### src/rtl/router_pkt_tx.sv
// Packet source for the router input port: buffers up to 15 payload bytes and
// emits header, payload and XOR parity byte-by-byte, honouring router_busy.
module router_pkt_tx #(
  parameter int GAP_CYCLES = 1
) (
  input  logic       clk,
  input  logic       rst,
  input  logic       wr_en,
  input  logic [7:0] wr_data,
  input  logic       clr,
  input  logic       start,
  input  logic [1:0] dest,
  input  logic       corrupt,
  input  logic       router_busy,
  output logic       pkt_valid,
  output logic [7:0] data_out,
  output logic       ready,
  output logic [3:0] buf_count,
  output logic       buf_full,
  output logic       tx_done,
  output logic       cfg_err
);

  // Handshake: a byte moves only on a rising edge with pkt_valid=1 and
  // router_busy=0; otherwise pkt_valid/data_out hold for any number of cycles.
  typedef enum logic [2:0] {
    S_IDLE,
    S_HEADER,
    S_PAYLOAD,
    S_PARITY,
    S_GAP
  } state_t;

  state_t     state_q, state_d;
  logic [3:0] buf_count_q, buf_count_d;
  logic [3:0] len_q, len_d;
  logic [3:0] idx_q, idx_d;
  logic [3:0] gap_q, gap_d;
  logic [7:0] parity_q, parity_d;
  logic       corrupt_q, corrupt_d;
  logic       pkt_valid_q, pkt_valid_d;
  logic [7:0] data_out_q, data_out_d;
  logic       ready_q, ready_d;
  logic       tx_done_q, tx_done_d;
  logic       cfg_err_q, cfg_err_d;

  logic [7:0] mem_q [16];
  logic       mem_we;
  logic       consume;
  logic       accept;
  logic [7:0] hdr;
  logic [7:0] par_next;

  assign consume  = pkt_valid_q && !router_busy;
  assign accept   = (state_q == S_IDLE) && start && (dest != 2'd3);
  assign hdr      = {2'b00, buf_count_q, dest};
  assign par_next = parity_q ^ mem_q[idx_q];

  always_comb begin
    state_d     = state_q;
    buf_count_d = buf_count_q;
    len_d       = len_q;
    idx_d       = idx_q;
    gap_d       = gap_q;
    parity_d    = parity_q;
    corrupt_d   = corrupt_q;
    pkt_valid_d = pkt_valid_q;
    data_out_d  = data_out_q;
    ready_d     = ready_q;
    tx_done_d   = 1'b0;
    cfg_err_d   = 1'b0;
    mem_we      = 1'b0;

    case (state_q)
      S_IDLE: begin
        if (accept) begin
          state_d     = S_HEADER;
          len_d       = buf_count_q;
          corrupt_d   = corrupt;
          parity_d    = hdr;
          idx_d       = 4'd0;
          pkt_valid_d = 1'b1;
          data_out_d  = hdr;
          ready_d     = 1'b0;
        end else begin
          cfg_err_d = start && (dest == 2'd3);
          if (clr) begin
            buf_count_d = 4'd0;
          end else if (wr_en && (buf_count_q != 4'd15)) begin
            mem_we      = 1'b1;
            buf_count_d = buf_count_q + 4'd1;
          end
        end
      end
      S_HEADER: begin
        if (consume) begin
          if (len_q != 4'd0) begin
            state_d    = S_PAYLOAD;
            data_out_d = mem_q[4'd0];
          end else begin
            state_d    = S_PARITY;
            data_out_d = parity_q ^ {8{corrupt_q}};
          end
        end
      end
      S_PAYLOAD: begin
        if (consume) begin
          parity_d = par_next;
          if (idx_q == len_q - 4'd1) begin
            state_d    = S_PARITY;
            data_out_d = par_next ^ {8{corrupt_q}};
          end else begin
            idx_d      = idx_q + 4'd1;
            data_out_d = mem_q[idx_q + 4'd1];
          end
        end
      end
      S_PARITY: begin
        if (consume) begin
          state_d     = S_GAP;
          pkt_valid_d = 1'b0;
          data_out_d  = 8'h00;
          tx_done_d   = 1'b1;
          buf_count_d = 4'd0;
          gap_d       = 4'(GAP_CYCLES - 1);
        end
      end
      S_GAP: begin
        if (gap_q == 4'd0) begin
          state_d = S_IDLE;
          ready_d = 1'b1;
        end else begin
          gap_d = gap_q - 4'd1;
        end
      end
      default: begin
        state_d     = S_IDLE;
        pkt_valid_d = 1'b0;
        ready_d     = 1'b1;
      end
    endcase
  end

  always_ff @(posedge clk or posedge rst) begin
    if (rst) begin
      state_q     <= S_IDLE;
      buf_count_q <= 4'd0;
      len_q       <= 4'd0;
      idx_q       <= 4'd0;
      gap_q       <= 4'd0;
      parity_q    <= 8'h00;
      corrupt_q   <= 1'b0;
      pkt_valid_q <= 1'b0;
      data_out_q  <= 8'h00;
      ready_q     <= 1'b1;
      tx_done_q   <= 1'b0;
      cfg_err_q   <= 1'b0;
    end else begin
      state_q     <= state_d;
      buf_count_q <= buf_count_d;
      len_q       <= len_d;
      idx_q       <= idx_d;
      gap_q       <= gap_d;
      parity_q    <= parity_d;
      corrupt_q   <= corrupt_d;
      pkt_valid_q <= pkt_valid_d;
      data_out_q  <= data_out_d;
      ready_q     <= ready_d;
      tx_done_q   <= tx_done_d;
      cfg_err_q   <= cfg_err_d;
    end
  end

  // Payload storage carries no reset; only buf_count qualifies its contents.
  always_ff @(posedge clk) begin
    if (mem_we) begin
      mem_q[buf_count_q] <= wr_data;
    end
  end

  assign pkt_valid = pkt_valid_q;
  assign data_out  = data_out_q;
  assign ready     = ready_q;
  assign buf_count = buf_count_q;
  assign buf_full  = (buf_count_q == 4'd15);
  assign tx_done   = tx_done_q;
  assign cfg_err   = cfg_err_q;

endmodule

### config.mk
export PLATFORM = sky130hd
export DESIGN_NAME = router_pkt_tx
export DESIGN_NICKNAME = d
export VERILOG_FILES = /design/src/rtl/router_pkt_tx.sv
export SDC_FILE = /design/constraint.sdc
export NUM_CORES = 1
export LEC_CHECK = 0
export CAP_MARGIN = 20
export CORE_ASPECT_RATIO = 0.7
export CORE_MARGIN = 3
export CORE_UTILIZATION = 35
export CTS_CLUSTER_SIZE = 40
export DETAILED_ROUTE_END_ITERATION = 8
export GPL_ROUTABILITY_DRIVEN = 0
export PLACE_DENSITY_LB_ADDON = 0.15
export SLEW_MARGIN = 20
export SYNTH_ARGS = -nofsm -noshare
export SYNTH_HDL_FRONTEND = slang
export SYNTH_SLANG_ARGS = --single-unit
### constraint.sdc
create_clock -name clk -period 3.7 [get_ports clk]
set_clock_uncertainty 0.1 [all_clocks]
set_input_delay 1.11 -clock clk [delete_from_list [all_inputs] [get_ports clk]]
set_output_delay 1.11 -clock clk [all_outputs]
set_load 0.1 [all_outputs]
# == After elaboration in Yosys (flattened, before gate mapping) ==
# Memories as Yosys holds them, arrays and structs flattened.
# Cells that the tools add are included.
# word_totals
out_inout_bits,17
reg_bits,40
mem_bits_rw,128
inputBits,17
word_cells,109
n_memories,1
# classes
n_mux,44
n_eq_ne,19
n_addsub,4
n_reduce_logical,24
bitwise,5
# memory_table
name,depth,word_bits,read_ports,rd_ports_with_merged_regs,wr,line,rtl
mem_q,16,8,3,0,1,47,logic [7:0] mem_q [16];
# op_table
cell,n
2-to-1 mux 8 bit,7
2-to-1 mux 4 bit,8
one-hot mux 8 bit (4 select lines),1
one-hot mux 4 bit (2 select lines),3
bitwise XOR 8 bit,3
"!= test 2 bit, second input constant",10
2-to-1 mux 3 bit,6
one-hot mux 8 bit (2 select lines),1
2-to-1 mux 1 bit,15
one-hot mux 3 bit (5 select lines),1
AND reduction 3 bit,4
"adder 4 x 1 -> 4 bit, second input constant",2
AND reduction 4 bit,2
nonzero test 4 bit,2
"subtractor 4 x 1 -> 4 bit, second input constant",2
"equality test 3 x 2 -> 1 bit, second input constant",2
one-hot mux 1 bit (3 select lines),2
AND reduction 6 bit,1
nonzero test 2 bit,3
OR reduction 3 bit,2
logical AND 1 bit,5
AND reduction 5 bit,1
equality test 4 bit,1
"equality test 4 bit, second input constant",1
other kinds (10),11

# == Depth between registers and ports, before layout ==
# Gate-level depths: netlist of run 1.
# logic_depth
depth_word,8
ltp_mapped,9
ltp_nobuf,8

# == Least setup slack after synthesis of run 1 ==
# OpenSTA, ideal clock, no wires.
# synth_timing
kind,reg-to-reg
startpoint,"register buf_count_q[0], in the netlist buf_count[0]"
endpoint,memory mem_q[0][0] (enable)
period_less_slack_ps,3832
required_ps,3217
setup_time_ps,383
path_buffers,1
slack_ps,-132
t_arrival_ps,3348
stages_incl_launch_ff,9
path_cell_list,dfrtp_1 -> ha_1 -> and3_1 -> o21bai_1 -> o2bb2ai_1 -> and4b_1 -> clkbuf_1 -> nand2_1 -> nor3_1
# synth_between
elab_chain_len,8
# synth_lines
element,line,rtl
"start, declared",35,"logic [3:0] buf_count_q, buf_count_d;"
"start signal, assigned",160,buf_count_q <= buf_count_d;
!= test 4 bit,89,end else if (wr_en && (buf_count_q != 4'd15)) begin
logical AND 1 bit,89,
2-to-1 mux 1 bit,89,
2-to-1 mux 1 bit,87,if (clr) begin
2-to-1 mux 1 bit,76,if (accept) begin
2-to-1 mux 1 bit,74,case (state_q)
2-to-1 mux 1 bit,176,if (mem_we) begin
2-to-1 mux 1 bit (not written as such),177,mem_q[buf_count_q] <= wr_data;
"end, declared",47,
# Several ways; a longest one is shown, not always the timed one.

==> impl_metrics.yaml, run 1 <==
clocking:
  clock_tree_from_tritoncts: "built"
  tritoncts.num_buffers: 17
  cts_max_level: 4
  cts_setup_buffers: 0
  ctsHoldBuffers: 0
  clockRootBuffer: "sky130_fd_sc_hd__clkbuf_16"
  clock_insertion_delay_worst_skew_ns: 0.45
  clkSinkCount: 168
  cts-root-to-sink-buffers: 2
  cts.repair.resized: 0
  worst_setup_hold_path_clk_slew_ns: 0.07
sta:
  clock.fmax_mhz: 304.5
  worst_hold_slack_ns: 0.4212
  min_period_over_period_pct: 88.77
  timing.final.hold_violations: 0
  setup_total_negative_slack_ns: 0
  slew_headroom_pct: 42.48
  drv_slew: 0
  grt_setup_unrepaired: "no"
  setup-violations-final: 0
  period_minus_slack_ns: 3.284
  tightest_slew_ns: 0.8493
setup_path:
  setup.worst_path.end_class: "flip-flop"
  crit-reg2reg-launch: "idx_q[0]$_DFFE_PP0P_"
  worst_r2r_path_depth: 8
  critical_path_class: "input port to flip-flop"
  crit_required_ns: 3.69
  setup.worst_path.start_class: "input port"
  cp_data_arrival_time_ns: 3.28
  worst-r2r-setup-slack_ns: 0.77
  crit_fanout: 14
  worst_flop_to_flop_path_endpoint: "data_out[3]$_DFFE_PP0P_"
route:
  postRouteWirelength_um: 24700
  drtIter0Drc: 644
  routedWlPerCell_um: 25.05
  num_vias: 5692
  route.antenna.remaining_nets: 0
  total_iterations_of_the_first_detailed_routing_run: 5
  detail_route.vias_per_cell: 5.773
  post-route-drc-count: 0
pwr:
  p_per_area_mw_per_mm2: 783.6
  static-leakage-power_nw: 3.546
  post-layout-total-power_mw: 7.820
  max-vdd-ir-drop_uv: 461.5
synth:
  synthDominantAreaCellType: "sky130_fd_sc_hd__edfxtp_1"
  synth.yosys.warnings: 0
  post_synth_main_area_contributors: "sky130_fd_sc_hd__edfxtp_1, sky130_fd_sc_hd__mux4_2, sky130_fd_sc_hd__dfrtp_1"
  post_synth_num_cell_types: 61
  seq_area_frac_synth_pct: 56.37
  area_share_of_the_largest_cell_type_after_synthesis_pct: 44.71
  dominantRegCellSynth: "sky130_fd_sc_hd__edfxtp_1"
  synthTopCellsByCount: "sky130_fd_sc_hd__edfxtp_1, sky130_fd_sc_hd__mux4_2, sky130_fd_sc_hd__nand2_1, sky130_fd_sc_hd__dfrtp_1, sky130_fd_sc_hd__inv_1"
  synth_area_sq_mm: 0.008597
  synth.ff_latch_count: 168
  synth.most_common_cell: "sky130_fd_sc_hd__edfxtp_1"
  postSynthAreaPerCell_sq_um: 14.47
  number_of_enable_flip_flop_cells_after_synthesis: 128
  post_synthesis_cell_count: 594
  postSynth.asyncResetShare_pct: 23.81
cells_and_area:
  ff_latch_area_sq_mm: 0.004850
  finalNetCount: 679
  finalCoreUtilization_pct: 41.80
  area_growth_pct: 16.08
  final_layout_size_suffix_gt1_share_pct: 24.70
  num-fill-cells: 2179
  layout.cells.non_filler: 986
  area_occupied_by_multi_input_gates_sq_mm: 0.003447
  diodes: 0
global_routing:
  number_of_antenna_violations_at_the_first_check_in_global_routing: 0
  globalRoute.totalOverflow: 0
  grt.total_usage_pct: 19.03
  grt_max_degree: 75
  first_global_vias: 5458
  wire_length_of_the_first_global_routing_pass_um: 36430
placed_design:
  placed_cells_incl_taps: 954
  post-dp-hpwl_um: 17590
  io_buffers: 33
floorplan:
  die-width_um: 193.3
  placement_row_count: 47
  core_area_sq_mm: 0.02388
  die_height_um: 137.1
  initial_core_util_pct: 36.01
  dieArea_sq_mm: 0.02651
  boundaryPins: 34
worst_hold_path:
  min_delay_path_depth: 1
  holdCritStartpoint: "parity_q[7]$_DFFE_PP0P_"
  timing.hold.worst_endpoint: "parity_q[7]$_DFFE_PP0P_"
  worst_hold_path_type: "flip-flop to flip-flop"
run_status:
  status: "completed"
run:
  max_cap_viol_count: 0
==> worst max-delay path, cell delays in order <==
cell                              delay (ns)
sky130_fd_sc_hd__clkdlybuf4s50_1        0.48
sky130_fd_sc_hd__nor2b_1                0.18
sky130_fd_sc_hd__nand2_1                0.12
sky130_fd_sc_hd__o2bb2ai_1              0.19
sky130_fd_sc_hd__and4b_1                0.64
sky130_fd_sc_hd__and3_1                 0.55
==> placed cells by master (no fill, tap or decap), drive strengths merged, types with 15 or more instances in the layout <==
cell and n:
clkdlybuf4s50 16, dfrtp 39, edfxtp 128, buf 52, inv 36, nor2 28
o21ai 31, mux4 62, nand3 15, clkbuf 18, nand2 49, xnor2 20
mux2i 30
==> final cells by class <==
cell class / instances / area share, %
Inverter: 31 / 1.179
Multi-Input combinational cell: 369 / 34.54
Clock buffer: 18 / 4.300
Clock inverter: 14 / 1.630
Sequential cell: 168 / 48.60
Timing Repair Buffer: 68 / 5.767
Tap cell: 318 / 3.987
==> sequential cells by signal, indices dropped and copies added (netlist names) <==
register and flops:
mem_q 128, data_out 8, parity_q 8, buf_count 4, gap_q 4, idx_q 4
len_q 4, state_q 3, cfg_err 1, corrupt_q 1, pkt_valid 1, ready 1
tx_done 1
==> cell families (layout without fill, tap and decap cells) <==
family | after synthesis | in the layout | synth area share (%)
simple gates | 133 | 133 | 7.524
xor+xnor | 23 | 23 | 2.503
mux | 93 | 93 | 20.00
flops | 168 | 168 | 56.37
fa+ha+maj | 7 | 7 | 1.019
compound gates | 105 | 105 | 8.674
buf+inv | 64 | 131 | 3.871
other cells | 1 | 8 | 0.04362
==> per-stage QoR <==
stage	instance area, sq um	setup slack [ns]
finish	9980	0.4156
global route	9980	0.3215
CTS	9980	0.4919
detailed placement	9388	0.02787
global placement	9387	0.04360
floorplan	8623	-0.1317
==> report_power, final <==
part	total [mW]	internal [mW]	switching (mW)
clock network	1.83	1.01	0.818
registers	2.46	2.26	0.206
logic	3.52	1.39	2.14
total	7.82	4.66	3.16
==> routing by layer <==
layer / track usage, % / routed length (um) / vias to the layer above
met4: 5.540 / 381 / 0
met2: 25.57 / 10190 / 256
met3: 6.201 / 2465 / 29
met5: 0 / 0 / -
met1: 29.07 / 11660 / 2964
li1: - / - / 2443
==> worst max path at each step <==
stage,from,end,slack [ns],depth (start not counted)
finish,router_busy,mem_q[10][4]$_DFFE_PP_,0.42,6
global route,router_busy,mem_q[10][6]$_DFFE_PP_,0.32,6
CTS,router_busy,mem_q[10][6]$_DFFE_PP_,0.49,6
detailed placement,router_busy,mem_q[10][3]$_DFFE_PP_,0.03,6
global placement,router_busy,mem_q[2][3]$_DFFE_PP_,0.04,8
floorplan,buf_count[0]$_DFFE_PP0P_,mem_q[0][0]$_DFFE_PP_,-0.13,8
Note: power is estimated with default switching activity, not from simulation.
==> run 2: changes to the inputs <==
--- a/config.mk
+++ b/config.mk
@@ -8,7 +8,7 @@
 export CAP_MARGIN = 20
 export CORE_ASPECT_RATIO = 0.7
 export CORE_MARGIN = 3
-export CORE_UTILIZATION = 35
+export CORE_UTILIZATION = 40
 export CTS_CLUSTER_SIZE = 40
 export DETAILED_ROUTE_END_ITERATION = 8
 export GPL_ROUTABILITY_DRIVEN = 0
==> run 2 against run 1 <==
Against the previous run:
- final cell count decreased by 4.5%
- critical endpoint is now mem_q[10][3]$_DFFE_PP_
- via count decreased by 2.2%
- setup slack improved by 0.094 ns
- first-iteration DRC count increased by 31%
- register-to-register slack got worse by 0.11 ns
==> impl_metrics.yaml, run 2 (synthesis results as in run 1) <==
worst_hold_path:
  timing.hold.worst_endpoint: "parity_q[6]$_DFFE_PP0P_"
  holdCritStartpoint: "parity_q[6]$_DFFE_PP0P_"
  min_delay_path_depth: 1
  worst_hold_path_type: "flip-flop to flip-flop"
cells_and_area:
  layout.cells.non_filler: 942
  layout.cells.most_common_list: "sky130_fd_sc_hd__edfxtp_1, sky130_fd_sc_hd__mux4_2, sky130_fd_sc_hd__nand2_1, sky130_fd_sc_hd__buf_4, sky130_fd_sc_hd__dfrtp_1"
  finalNetCount: 677
  most_common_library_cell_in_the_layout_ignoring_fill_and_taps: "sky130_fd_sc_hd__edfxtp_1"
  largest_register_ffs: 128
  area_growth_pct: 15.15
  largest-register: "mem_q"
  final_layout_size_suffix_gt1_share_pct: 24.02
  diodes: 0
sta:
  timing.final.hold_violations: 0
  period_minus_slack_ns: 3.190
  setup_total_negative_slack_ns: 0
  setup-violations-final: 0
  tightest_slew_ns: 0.9409
  drv_slew: 0
  grt_setup_unrepaired: "no"
  min_period_over_period_pct: 86.22
  clock.fmax_mhz: 313.5
  slew_headroom_pct: 36.89
route:
  detail_route.vias_per_cell: 5.910
  total_iterations_of_the_first_detailed_routing_run: 5
  routedWlPerCell_um: 24.74
  postRouteWirelength_um: 23300
  num_vias: 5567
  route.antenna.remaining_nets: 0
  drtIter0Drc: 842
  post-route-drc-count: 0
setup_path:
  cpMaxStageDelayCell: "sky130_fd_sc_hd__and4b_1"
  crit_required_ns: 3.68
  worst_flop_to_flop_path_endpoint: "data_out[3]$_DFFE_PP0P_"
  setup.worst_path.end_class: "flip-flop"
  setup.worst_path.start_class: "input port"
  critical_path.cell_chain: "clkdlybuf4s50_1 > nor2b_1 > nand2_1 > o2bb2ai_1 > and4b_1 > and3_1"
  worst-r2r-setup-slack_ns: 0.66
  crit-reg2reg-launch: "idx_q[0]$_DFFE_PP0P_"
  worst_r2r_path_depth: 7
  critical_path_class: "input port to flip-flop"
  critical-path-max-stage-delay_ns: 0.59
  crit_fanout: 14
  cp_data_arrival_time_ns: 3.17
global_routing:
  globalRoute.totalOverflow: 0
  first_global_vias: 5525
  number_of_antenna_violations_at_the_first_check_in_global_routing: 0
  grt_max_degree: 40
  grt.total_usage_pct: 20.97
  wire_length_of_the_first_global_routing_pass_um: 35680
floorplan:
  placement_row_count: 44
  initial_core_util_pct: 41.09
  core_area_sq_mm: 0.02092
  dieArea_sq_mm: 0.02332
  die-width_um: 181.2
  die_height_um: 128.7
  boundaryPins: 34
clocking:
  clkSinkCount: 168
  cts.repair.resized: 0
  worst_setup_hold_path_clk_slew_ns: 0.06
  clock_insertion_delay_worst_skew_ns: 0.43
  clock_tree_from_tritoncts: "built"
  cts_max_level: 4
  tritoncts.num_buffers: 17
  cts_setup_buffers: 0
  ctsHoldBuffers: 0
  cts-root-to-sink-buffers: 2
  clockRootBuffer: "sky130_fd_sc_hd__clkbuf_16"
placed_design:
  placed_cells_incl_taps: 910
  post-dp-hpwl_um: 17050
  io_buffers: 33
run_status:
  status: "completed"
run:
  max_cap_viol_count: 0
pwr:
  p_per_area_mw_per_mm2: 782.6
  static-leakage-power_nw: 3.532
  max-vdd-ir-drop_uv: 416.6
==> run 2: layout make-up <==
type	count	area, sq um
clock inverter	9	115.1
timing repair buffer	66	548.0
fill	1836	11020
inverter	31	116.4
multi-input combinational	369	3447
tap	276	345.3
clock buffer	23	478.0
sequential	168	4850
==> run 2: metal layers <==
layer / track usage [%] / part of all wire (%) / wire, um
met5: 2.400 / 0.33 / 76
met4: 5.282 / 1.1 / 267
met3: 5.284 / 9.9 / 2300
met2: 29.87 / 43 / 10030
met1: 32.08 / 46 / 10630
==> run 2: how the worst max path moves through the flow <==
stage	from	endpoint	slack, ns
2_1_floorplan	buf_count[0]$_DFFE_PP0P_	mem_q[0][0]$_DFFE_PP_	-0.13
3_3_place_gp	router_busy	mem_q[10][3]$_DFFE_PP_	0.14
3_5_place_dp	router_busy	mem_q[8][3]$_DFFE_PP_	0.08
4_1_cts	router_busy	mem_q[8][3]$_DFFE_PP_	0.53
5_1_grt	router_busy	mem_q[8][0]$_DFFE_PP_	0.35
6_report	router_busy	mem_q[10][3]$_DFFE_PP_	0.51
==> run 2: report_power, final <==
group	total, mW	switching, mW	internal (mW)
clock network	1.80	0.747	1.06
logic	3.47	2.10	1.38
registers	2.47	0.209	2.26
==> run 2: through the flow <==
stage | hold slack (ns) | utilization (%) | worst slack, ns | cell area (sq um) | total power [mW]
after global placement | 0.3978 | 44.49 | 0.1448 | 9306 | 5.932
after floorplan | 0.3773 | - | -0.1317 | 8623 | 5.086
after global routing | 0.4427 | 47.32 | 0.3514 | 9899 | 8.177
after detailed placement | 0.4044 | 44.49 | 0.08498 | 9306 | 5.955
after CTS | 0.4171 | 47.32 | 0.5315 | 9899 | 7.774
final | 0.4145 | 47.32 | 0.5098 | 9899 | 7.747
==> run 2: worst max-delay path: cells and delay by family <==
kind                   cells  cell delay, ns
AO/OA/AOI/OAI              1            0.18
buffers and inverters      1            0.46
AND/OR/NAND/NOR            4            1.42
